## config.mk

```make
export PLATFORM = sky130hd
export DESIGN_NAME = demux_1x4_stream
export DESIGN_NICKNAME = d
export VERILOG_FILES = /design/src/rtl/demux_pkg.sv /design/src/rtl/demux_1x4_slot.sv /design/src/rtl/demux_1x4_stream.sv
export SDC_FILE = /design/constraint.sdc
export NUM_CORES = 1
export LEC_CHECK = 0
export CAP_MARGIN = 20
export CELL_PAD_IN_SITES_DETAIL_PLACEMENT = 2
export CELL_PAD_IN_SITES_GLOBAL_PLACEMENT = 2
export CORE_UTILIZATION = 32
export DETAILED_ROUTE_END_ITERATION = 6
export GPL_ROUTABILITY_DRIVEN = 1
export HOLD_SLACK_MARGIN = 0.08
export PLACE_DENSITY_LB_ADDON = 0.05
export SYNTH_ARGS = -nofsm -noshare
export SYNTH_HDL_FRONTEND = slang
export SYNTH_SLANG_ARGS = --single-unit
```

## constraint.sdc

```tcl
create_clock -name clk -period 3.9 [get_ports clk]
set_input_delay 0.78 -clock clk [delete_from_list [all_inputs] [get_ports clk]]
set_output_delay 0.78 -clock clk [all_outputs]
set_load 0.05 [all_outputs]
```

## src/rtl/demux_pkg.sv

```systemverilog
// Shared constants and helpers for the 1-to-4 stream demultiplexer.
package demux_pkg;

  localparam int unsigned NUM_CH = 4;
  localparam int unsigned SEL_W  = 2;

  // LSB position of channel ch inside a packed NUM_CH*width bus.
  function automatic int unsigned ch_lsb(input int unsigned ch, input int unsigned width);
    return ch * width;
  endfunction

endpackage

```

## src/rtl/demux_1x4_slot.sv

```systemverilog
// One-entry output channel register with full flag and valid/ready drain.
module demux_1x4_slot #(
  parameter int unsigned WIDTH = 8
) (
  input  logic             clk,
  input  logic             rst_n,
  input  logic             load,
  input  logic [WIDTH-1:0] load_data,
  input  logic             out_ready,
  output logic             out_valid,
  output logic [WIDTH-1:0] out_data
);

  // Load wins over drain, so a same-cycle replace keeps the slot full.
  always_ff @(posedge clk or negedge rst_n) begin
    if (!rst_n) begin
      out_valid <= 1'b0;
    end else if (load) begin
      out_valid <= 1'b1;
    end else if (out_valid && out_ready) begin
      out_valid <= 1'b0;
    end
  end

  always_ff @(posedge clk or negedge rst_n) begin
    if (!rst_n) begin
      out_data <= '0;
    end else if (load) begin
      out_data <= load_data;
    end
  end

endmodule

```

## src/rtl/demux_1x4_stream.sv

```systemverilog
// Registered 1-to-4 stream demultiplexer: explicit-select or round-robin routing
// of valid/ready beats into four one-entry channel slots.
module demux_1x4_stream
  import demux_pkg::*;
#(
  parameter int unsigned WIDTH = 8
) (
  input  logic                    clk,
  input  logic                    rst_n,
  input  logic                    rr_en,
  input  logic                    in_valid,
  output logic                    in_ready,
  input  logic [WIDTH-1:0]        in_data,
  input  logic [SEL_W-1:0]        in_sel,
  output logic [NUM_CH-1:0]       out_valid,
  input  logic [NUM_CH-1:0]       out_ready,
  output logic [NUM_CH*WIDTH-1:0] out_data,
  output logic [SEL_W-1:0]        rr_ptr
);

  logic [SEL_W-1:0]  tgt;
  logic              accept;
  logic [NUM_CH-1:0] load;

  assign tgt      = rr_en ? rr_ptr : in_sel;
  // A full target that drains this cycle can still take the new beat.
  assign in_ready = !out_valid[tgt] || out_ready[tgt];
  assign accept   = in_valid && in_ready;

  always_comb begin
    load = '0;
    if (accept) begin
      load[tgt] = 1'b1;
    end
  end

  always_ff @(posedge clk or negedge rst_n) begin
    if (!rst_n) begin
      rr_ptr <= '0;
    end else if (accept && rr_en) begin
      rr_ptr <= rr_ptr + 1'b1;
    end
  end

  for (genvar k = 0; k < NUM_CH; k++) begin : g_slot
    demux_1x4_slot #(
      .WIDTH(WIDTH)
    ) u_slot (
      .clk       (clk),
      .rst_n     (rst_n),
      .load      (load[k]),
      .load_data (in_data),
      .out_ready (out_ready[k]),
      .out_valid (out_valid[k]),
      .out_data  (out_data[ch_lsb(k, WIDTH) +: WIDTH])
    );
  end

endmodule

```

# Yosys cells after proc, flatten, opt, wreduce, memory -nomap -nowiden
# Cells that the tools add are included.
classes:
  add_sub_neg: 1
  order_cmp: 2
  n_mux: 16
  n_reduce_logical: 13
op_table:
  columns: ["cell", "count"]
  rows:
  - ["$mux W1", 11]
  - ["$reduce_bool A2 Y1", 4]
  - ["$logic_and A1 B1 Y1", 7]
  - ["$bmux W1 S2", 2]
  - ["$mux W4", 1]
  - ["$lt A2 B3 Y1 const B", 1]
  - ["$add A2 B1 Y2 const B", 1]
  - ["$demux W1 S2", 1]
  - ["$ge A2 B1 Y1 const B", 1]
  - ["$mux W2", 1]
  - ["$logic_not A1 Y1", 1]
  - ["$logic_or A1 B1 Y1", 1]
word_totals:
  ff_bits: 38
  inputBits: 18
  out_inout_bits: 39
  word_cells: 41

# Logic depth before layout (Yosys ltp)
# Gate-level depths: netlist of run 1.
logic_depth:
  ltp_word: 8
  ltp_mapped: 5
  depth_no_buf: 4

# Cells and area by module
# A second synthesis of run 1 with hierarchy kept.
hier_totals:
  cells_unflattened: 112
  area_unflattened_um2: 1729.2
modules_own_cells:
  columns: ["mod", "instances", "cells_each", "area_each_um2"]
  rows:
  - ["demux_1x4_slot", 4, 20, 369.1]
  - ["demux_1x4_stream", 1, 32, 252.7]

# Least setup slack after synthesis of run 1
# OpenSTA, ideal clock, no wires.
synth_path:
  path_kind: "input -> output"
  startpoint: "in rr_en"
  endpoint: "out in_ready"
  t_arrival_ns: 2.273
  required_ns: 3.120
  slack_ns: 0.847
  path_stages: 5
  path_buffers: 1
  cell_sequence: "buf_6 > mux2_4 > nand2b_1 > o21ai_0 > mux2i_1"
synth_between:
  elab_chain_cells: 5
  word_cells_on_any_way: 7
  classes_between: "mux: 5; reduce/logical: 2"
synth_lines:
  columns: ["item", "line_no", "text"]
  rows:
  - ["start, declared", "demux_1x4_stream.sv:10", "input logic rr_en,"]
  - ["$mux W2 (*)", "demux_1x4_stream.sv:25", "assign tgt = rr_en ? rr_ptr : in_sel;"]
  - ["$bmux W1 S2", "demux_1x4_stream.sv:27", "assign in_ready = !out_valid[tgt] || out_ready[tgt];"]
  - ["$mux W1 (not written as such)", "demux_1x4_stream.sv:27", null]
  - ["$logic_not A1 Y1", "demux_1x4_stream.sv:27", null]
  - ["$logic_or A1 B1 Y1 (*)", "demux_1x4_stream.sv:27", null]
  - ["end, declared", "demux_1x4_stream.sv:12", "output logic in_ready,"]
# Every way passes the cells marked *; elsewhere a longest branch is shown, timed or not. The select of a mux whose other input is x is not followed.

# Final worst setup path of run 1
# Ends and elaborated chain as after synthesis.

==> results.tsv, run 1 <==
stage	metric	value	unit
outcome	status	finished clean	
clock_tree	Worst-path clk slew	0.07	ns
placed_design	hpwl dp	2910	um
detailed_routing	antenna-violating nets left	0	
worst_setup_path	element type at the critical path end	output pin	
floorplanning	Die ar.	5420	um^2
global_route	first-pass GRT wire length	6370	um
detailed_routing	Avg WL per Cell	17.1	um
yosys	synth unique cells	20	
worst_setup_path	Worst Setup SP	rr_en	
sta	Fmax achieved	304	MHz
sta	Clock Skew	0.00513	ns
detailed_routing	drt via density	4.57	
finish	Filler cells	491	
worst_setup_path	Reg2Reg Setup Slack	2.39	ns
worst_setup_path	slowest stage delay, CP	0.46	ns
placed_design	GPL Wtd Cong	0.680	
worst_setup_path	worst-path cell chain	clkdlybuf4s50_1 -> buf_4 -> mux2_4 -> nand2b_1 -> o21ai_0 -> mux2i_1 -> buf_12	
worst_setup_path	RR Startpoint	rr_ptr[1]$_DFFE_PN0P_	
worst_setup_path	delay-heaviest family, CP	buffers and inverters	
detailed_routing	First DRT Iteration DRCs	28	
finish	area of the multi-input gates	644	um^2
finish	diode count	0	
worst_setup_path	Reg2Reg Depth	3	
global_route	vias in the first global route	1170	
finish	Final #Nets	181	
yosys	top-area cell type share of the netlist area	57.9	%
global_route	gr ovfl total	0	
detailed_routing	DRC viols	0	
worst_setup_path	Crit Reg-Reg Endpoint	g_slot[2].u_slot.out_data[7]$_DFFE_PN0P_	
yosys	ys async rst share	100	%
sta	Total Neg Setup Slack	0	ns
finish	Register Area	951	um^2
worst_setup_path	CP required	3.12	ns
detailed_routing	Total Wirelength	3960	um
global_route	initial antenna violation count	0	
worst_setup_path	Setup crit start kind	primary input	
worst_setup_path	Crit. path cell count	7	
finish	Post-Route Utilization	49.0	%
clock_tree	CTS Buffer Depth	2	
detailed_routing	DR pass1 iterations	2	
floorplanning	IO Count	57	
sta	Max Transition Viols Final	0	
yosys	Post-synth EDFFs	0	
sta	Hold Vio Cnt, Final	0	
global_route	gr busiest metal	met2	
global_route	GR Util All Layers	16.5	%
clock_tree	Post-CTS Setup Inserts	0	
yosys	Mapped Area	1640	um^2
yosys	top post-synthesis cells by area	dfrtp_1 (58%), mux2_2 (21%), nand4_4 (5.2%), mux2i_4 (2.7%), nand2b_1 (2.3%)	
placed_design	Port Buffer Count	56	
sta	Final Setup Violations	0	
worst_setup_path	Critical Path Slowest Stage Cell	clkdlybuf4s50_1	
yosys	Seq cells post-synth	38	
yosys	synthesized instance count	105	
floorplanning	Die H	73.6	um
yosys	Top FF cell, synth	dfrtp_1	
global_route	met3 Use GR	5.62	%
yosys	sequential area share after synthesis	57.9	%
clock_tree	count of clock tree sinks	38	
worst_setup_path	CP bufs+invs	3	
clock_tree	Clock Latency Late Sink	0.28	ns
clock_tree	CTS Buf Count	5	
finish	share of cells above drive strength 1	29.9	%
sta	crit path time final	3.29	ns
worst_setup_path	Setup crit end	in_ready	
clock_tree	CTS Hold Buffers Added	0	
hold_path	Hold Crit Class	reg -> reg	
yosys	syn_area_per_cell	15.6	um^2
clock_tree	post-cts sizing count	0	
worst_setup_path	Crit Path Class	in -> out	
floorplanning	row count	25	
worst_setup_path	Worst Path Arrival	2.51	ns
yosys	yosys warns	0	
sta	Max-Slew Margin vs Limit	42.9	%
global_route	largest net degree at the start of global routing	39	
clock_tree	CTS tree	done	
yosys	Mapped Nets	123	
sta	Period Utilization, post-route	84.3	%
clock_tree	root cell of the clock tree	clkbuf_8	
clock_tree	Max H-tree Level	2	
worst_setup_path	worst-path fanout max	6	
floorplanning	core area	4820	um^2
floorplanning	Starting Density	34.1	%
floorplanning	die width	73.6	um
finish	synthesis-to-layout area growth	43.9	%
sta	unrepaired setup endpoints after global routing	false	
detailed_routing	DR vias	1056	
yosys	Synth area leader	dfrtp_1	
global_route	met2 usage	28.1	%
global_route	met1 usage	19.4	%
job	max_cap viols	0	
sta	Least-Margin Pin Slew	0.856	ns
how the worst min path moves through the flow:
stage | cells after the start | endpoint | slack (ns) | startpoint
after global placement | 1 | g_slot[2].u_slot.out_data[5]$_DFFE_PN0P_ | 0.47 | g_slot[2].u_slot.out_data[5]$_DFFE_PN0P_
final | 1 | g_slot[1].u_slot.out_data[2]$_DFFE_PN0P_ | 0.51 | g_slot[1].u_slot.out_data[2]$_DFFE_PN0P_
after global routing | 1 | g_slot[1].u_slot.out_data[4]$_DFFE_PN0P_ | 0.53 | g_slot[1].u_slot.out_data[4]$_DFFE_PN0P_
after floorplan | 0 | g_slot[0].u_slot.out_data[0]$_DFFE_PN0P_ | 0.48 | rst_n
after detailed placement | 1 | g_slot[1].u_slot.out_data[7]$_DFFE_PN0P_ | 0.49 | g_slot[1].u_slot.out_data[7]$_DFFE_PN0P_
after CTS | 1 | g_slot[1].u_slot.out_data[4]$_DFFE_PN0P_ | 0.51 | g_slot[1].u_slot.out_data[4]$_DFFE_PN0P_
flip-flops by register name (all words and copies together) (netlist names):
register and flops:
g_slot.u_slot.out_valid 4, rr_ptr 2, g_slot.u_slot.out_data 32
kinds of logic after synthesis:
| logic type | share of synthesized area, % |
|---|---|
| muxes | 27.7 |
| buffers and inverters | 2.82 |
| AOI/OAI and AO/OA | 1.68 |
| DFF | 57.9 |
| and+or+nand+nor | 9.83 |
placed cells by master (no fill, tap or decap):
| cell type | synthesis | layout |
|---|---|---|
| nor3_1 | 1 | 1 |
| buf_4 | 4 | 1 |
| mux2i_1 | 2 | 2 |
| mux2i_4 | 2 | 2 |
| nand2_1 | 5 | 5 |
| nor2_1 | 1 | 1 |
| buf_2 | 1 | 1 |
| a21oi_1 | 1 | 1 |
| mux2_1 | 2 | 2 |
| o2bb2ai_1 | 1 | 1 |
| nor2b_1 | 1 | 1 |
| dfrtp_1 | 38 | 38 |
| mux2_4 | 2 | 2 |
| mux2_2 | 30 | 30 |
| clkdlybuf4s50_1 | 0 | 54 |
| nand3_1 | 1 | 1 |
| clkbuf_8 | 0 | 8 |
| nand2b_1 | 6 | 6 |
| nand4_4 | 4 | 4 |
| buf_12 | 0 | 1 |
| o22a_1 | 1 | 1 |
| o21ai_0 | 1 | 1 |
cell type report:
class,count,area share (%)
Tap cell,67,3.55
Clock buffer,8,4.66
Multi-Input combinational cell,61,27.3
Sequential cell,38,40.3
Timing Repair Buffer,57,24.3
layer usage:
metal	wire length, um	share of wire (%)
met3	233	5.9
met4	25	0.63
met2	2090	53
met5	0	0
met1	1610	41
cell usage after synthesis, types with 2 or more instances:
cell type,instances
dfrtp_1,38
mux2_2,30
nand2b_1,6
nand2_1,5
buf_4,4
nand4_4,4
mux2_1,2
mux2_4,2
mux2i_1,2
mux2i_4,2
stage by stage:
step,instance area (um^2),instances,hold slack (ns),worst slack (ns)
2_1_floorplan,1640,105,0.484,0.847
3_3_place_gp,2250,223,0.475,0.691
3_5_place_dp,2250,223,0.493,0.604
4_1_cts,2360,231,0.514,0.595
5_1_grt,2360,231,0.533,0.540
6_report,2360,231,0.510,0.611
Power of run 1 is left out: the tool's default activity adds up to more than one toggle a clock period on the data nets, which glitch-free logic cannot reach.
==> inputs of run 2 (changes only) <==
- CORE_UTILIZATION: 32 -> 30
- clock period: 3.9 -> 3.1 ns (I/O delays scaled with it)
==> run 2 against run 1 <==
Compared with the run above: setup slack lost 0.34 ns; die area is 6.5% higher; critical path depth shrank 1; non-clock buffer count is the same; routed wire length is 0.71% lower; core utilization shrank 3.8 points; global-route usage is 2.0 points lower; first-iteration DRC count down 3.6%; cell area shrank 1.0%; clock skew is 0.0027 ns lower; worst hold slack worse by 0.057 ns; clock-buffer cell count is 2 lower; critical path type unchanged; critical endpoint unchanged.
==> results.tsv, run 2 (synthesis results as in run 1) <==
stage	metric	value	unit
finish	Post-Layout Cell Count	232	
clock_tree	CTS Buf Count	5	
finish	most common library cell in the layout ignoring fill and taps	clkdlybuf4s50_1	
global_route	initial antenna violation count	0	
detailed_routing	DR pass1 iterations	3	
sta	unrepaired setup endpoints after global routing	false	
clock_tree	CTS Buffer Depth	2	
finish	Register Area	951	um^2
sta	Final Setup Violations	0	
floorplanning	Starting Density	31.7	%
worst_setup_path	element type at the critical path end	output pin	
floorplanning	core area	5170	um^2
clock_tree	CTS Hold Buffers Added	0	
finish	commonest cells after routing, fill and taps aside	clkdlybuf4s50_1 (54), dfrtp_1 (38), mux2_2 (30)	
sta	Least-Margin Pin Slew	0.880	ns
floorplanning	die width	76.0	um
sta	Hold Vio Cnt, Final	0	
finish	Final #Nets	181	
floorplanning	IO Count	57	
floorplanning	Die H	76.0	um
clock_tree	count of clock tree sinks	38	
sta	Clock Skew	0.00239	ns
global_route	gr ovfl total	0	
placed_design	hpwl dp	2860	um
clock_tree	Worst-path clk slew	0.07	ns
clock_tree	Post-CTS Setup Inserts	0	
clock_tree	post-cts sizing count	0	
hold_path	Hold Crit Class	in -> async	
worst_setup_path	CP required	2.48	ns
detailed_routing	drt via density	4.69	
worst_setup_path	Setup crit start kind	primary input	
worst_setup_path	Reg2Reg Depth	3	
detailed_routing	antenna-violating nets left	0	
finish	leading registers by flop count	g_slot.u_slot.out_data (32), g_slot.u_slot.out_valid (4), rr_ptr (2)	
detailed_routing	First DRT Iteration DRCs	27	
worst_setup_path	Worst Path Arrival	2.21	ns
placed_design	Port Buffer Count	56	
detailed_routing	Avg WL per Cell	16.9	um
detailed_routing	DRC viols	0	
clock_tree	Clock Latency Late Sink	0.28	ns
sta	Max-Slew Margin vs Limit	41.3	%
finish	diode count	0	
finish	area of the multi-input gates	644	um^2
sta	crit path time final	2.83	ns
clock_tree	CTS tree	done	
sta	Period Utilization, post-route	91.3	%
worst_setup_path	Crit Path Class	in -> out	
clock_tree	Max H-tree Level	2	
finish	share of cells above drive strength 1	29.0	%
global_route	first-pass GRT wire length	6470	um
floorplanning	Die ar.	5770	um^2
outcome	status	finished clean	
sta	Total Neg Setup Slack	0	ns
job	max_cap viols	0	
worst_setup_path	Crit Reg-Reg Endpoint	g_slot[1].u_slot.out_data[5]$_DFFE_PN0P_	
finish	synthesis-to-layout area growth	42.5	%
global_route	largest net degree at the start of global routing	39	
worst_setup_path	Reg2Reg Setup Slack	1.59	ns
detailed_routing	DR vias	1087	
floorplanning	row count	26	
clock_tree	root cell of the clock tree	clkbuf_8	
detailed_routing	Total Wirelength	3930	um
worst_setup_path	RR Startpoint	rr_ptr[0]$_DFFE_PN0P_	
global_route	GR Util All Layers	14.6	%
global_route	vias in the first global route	1238	
finish	max reg flops	32	
finish	Filler cells	517	
placed_design	GPL Wtd Cong	0.731	
worst_setup_path	worst-path fanout max	6	
sta	Fin Hold WS	0.453	ns
placed_design	Cell Count Post-Placement	226	
sta	Max Transition Viols Final	0	
sta	Fmax achieved	353	MHz
finish	largest register by flop count	g_slot.u_slot.out_data	
## run 2: critical path: stages
cell	delay, ns
clkdlybuf4s50_1	0.50
mux2_4	0.37
nand2b_1	0.11
o21ai_0	0.14
mux2i_1	0.28
buf_12	0.18
## run 2: per-stage QoR
step | cell area, um^2 | utilization, % | worst slack (ns)
after floorplan | 1640 | - | 0.367
after global placement | 2260 | 43.6 | 0.364
after detailed placement | 2260 | 43.6 | 0.263
after CTS | 2340 | 45.2 | 0.255
after global routing | 2340 | 45.2 | 0.150
final | 2340 | 45.2 | 0.271
## run 2: worst max path at each step
stage          start       end  slack, ns  cells after the start
6_report       rr_en  in_ready       0.27                      6
5_1_grt        rr_en  in_ready       0.15                      6
4_1_cts        rr_en  in_ready       0.25                      6
3_5_place_dp   rr_en  in_ready       0.26                      6
3_3_place_gp   rr_en  in_ready       0.36                      6
2_1_floorplan  rr_en  in_ready       0.37                      5
## run 2: metal layers
metal  track usage, %  wire length (um)  up-vias
met4             4.04                37        0
met3             4.91               222        5
met2             24.8              2090       35
met1             17.6              1580      566
met5                0                 0        -
li1                 -                 -      481
## run 2: layout make-up
class	instances	area share (%)
multi-input combinational	61	27.6
sequential	38	40.7
tap	70	3.75
timing repair buffer	57	24.5
clock buffer	6	3.53
Power of run 2 is left out for the same reason.
==> inputs of run 3 (changes only) <==
- CELL_PAD_IN_SITES_DETAIL_PLACEMENT: 2 -> 1
- CELL_PAD_IN_SITES_GLOBAL_PLACEMENT: 2 -> 1
- CORE_UTILIZATION: 30 -> 38
- PLACE_DENSITY: unset -> 0.89
- PLACE_DENSITY_LB_ADDON: 0.05 -> unset
- clock period: 3.1 -> 3.5 ns (I/O delays scaled with it)
==> run 3 against run 2 <==
Compared with the run above: register-to-register slack gained 0.35 ns; largest cell class unchanged; critical path depth is the same; sequential share of layout area shrank 0.60 points; core utilization grew 13 points; clock-buffer cell count is the same; cell area grew 1.5%; sequential cell count is the same; via count grew 0.74%; critical path type unchanged.
==> results.tsv, run 3 (synthesis results as in run 1) <==
stage	metric	value	unit
detailed_routing	Avg WL per Cell	18.9	um
finish	Post-Route Utilization	58.1	%
finish	commonest cells after routing, fill and taps aside	clkdlybuf4s50_1 (54), dfrtp_1 (38), mux2_2 (30)	
worst_setup_path	Crit Path Class	in -> out	
floorplanning	row count	23	
detailed_routing	DRC viols	0	
detailed_routing	drt via density	5.12	
sta	Total Neg Setup Slack	0	ns
clock_tree	CTS Buf Count	5	
detailed_routing	First DRT Iteration DRCs	38	
global_route	vias in the first global route	1206	
clock_tree	CTS tree	done	
sta	Hold Vio Cnt, Final	0	
finish	most common library cell in the layout ignoring fill and taps	clkdlybuf4s50_1	
hold_path	Hold Crit Class	reg -> reg	
finish	synthesis-to-layout area growth	44.6	%
global_route	first-pass GRT wire length	6310	um
clock_tree	CTS Buffer Depth	2	
worst_setup_path	Setup crit start kind	primary input	
finish	max reg flops	32	
sta	Least-Margin Pin Slew	0.838	ns
worst_setup_path	Reg2Reg Depth	3	
finish	Final #Nets	181	
sta	Final Setup Violations	0	
detailed_routing	DR vias	1095	
floorplanning	IO Count	57	
clock_tree	root cell of the clock tree	clkbuf_8	
sta	Fin Hold WS	0.493	ns
hold_path	worst hold path depth	1	
sta	unrepaired setup endpoints after global routing	false	
placed_design	GPL Wtd Cong	0.676	
finish	leading registers by flop count	g_slot.u_slot.out_data (32), g_slot.u_slot.out_valid (4), rr_ptr (2)	
detailed_routing	Total Wirelength	4050	um
worst_setup_path	worst-path fanout max	6	
worst_setup_path	CP required	2.80	ns
placed_design	hpwl dp	2990	um
floorplanning	Die ar.	4590	um^2
placed_design	Setup WS pre-CTS	0.528	ns
sta	Max Transition Viols Final	0	
sta	Clock Skew	0.00280	ns
sta	Period Utilization, post-route	84.7	%
clock_tree	Worst-path clk slew	0.07	ns
worst_setup_path	element type at the critical path end	output pin	
global_route	GR Util All Layers	19.9	%
global_route	initial antenna violation count	0	
floorplanning	die width	67.7	um
global_route	largest net degree at the start of global routing	39	
detailed_routing	DR pass1 iterations	2	
worst_setup_path	Worst Path Arrival	2.27	ns
clock_tree	count of clock tree sinks	38	
finish	diode count	0	
outcome	status	finished clean	
placed_design	Port Buffer Count	56	
global_route	gr ovfl total	0	
sta	Max-Slew Margin vs Limit	44.1	%
job	max_cap viols	0	
detailed_routing	antenna-violating nets left	0	
finish	largest register by flop count	g_slot.u_slot.out_data	
clock_tree	Clock Latency Late Sink	0.29	ns
floorplanning	core area	4090	um^2
clock_tree	Max H-tree Level	2	
clock_tree	CTS Hold Buffers Added	0	
floorplanning	Die H	67.7	um
clock_tree	Post-CTS Setup Inserts	0	
floorplanning	Starting Density	40.2	%
finish	share of cells above drive strength 1	29.9	%
sta	Fmax achieved	337	MHz
clock_tree	post-cts sizing count	0	
sta	setup ws final	0.534	ns
sta	crit path time final	2.97	ns
run 3: area by class of cell:
cell class	instances	area [um^2]
fillers	407	1710
flip-flops and latches	38	951
multi-input cells	61	644
repair buffers	57	573
clock buffers	6	82.6
well taps	50	62.6
clock inverters	2	60.1
run 3: critical path: stages:
cell,delay [ns]
clkdlybuf4s50_1,0.51
mux2_4,0.37
nand2b_1,0.12
o21ai_0,0.13
mux2i_1,0.26
buf_12,0.18
run 3: metrics by stage:
stage          cell area, um^2  instances
3_5_place_dp              2230        206
5_1_grt                   2370        214
6_report                  2370        214
4_1_cts                   2370        214
3_3_place_gp              2230        206
2_1_floorplan             1640        105
run 3: layer usage:
| layer | up-vias | global-route usage, % | wire, um |
|---|---|---|---|
| li1 | 484 | - | - |
| met1 | 551 | 21.7 | 1630 |
| met2 | 52 | 35.0 | 2020 |
| met3 | 8 | 6.76 | 302 |
| met4 | 0 | 8.24 | 93 |
| met5 | - | 0 | 0 |
run 3: worst paths after layout:
check | startpoint | end | slack [ns]
max reg2reg | rr_ptr[1]$_DFFE_PN0P_ | g_slot[3].u_slot.out_data[3]$_DFFE_PN0P_ | 1.94
max in group asynchronous | rst_n | g_slot[2].u_slot.out_valid$_DFFE_PN0P_ | 2.46
min reg2reg | g_slot[2].u_slot.out_data[5]$_DFFE_PN0P_ | g_slot[2].u_slot.out_data[5]$_DFFE_PN0P_ | 0.49
min | g_slot[2].u_slot.out_data[5]$_DFFE_PN0P_ | g_slot[2].u_slot.out_data[5]$_DFFE_PN0P_ | 0.49
min in group asynchronous | rst_n | g_slot[1].u_slot.out_valid$_DFFE_PN0P_ | 0.51
max | rr_en | in_ready | 0.53
Power of run 3 is left out for the same reason.
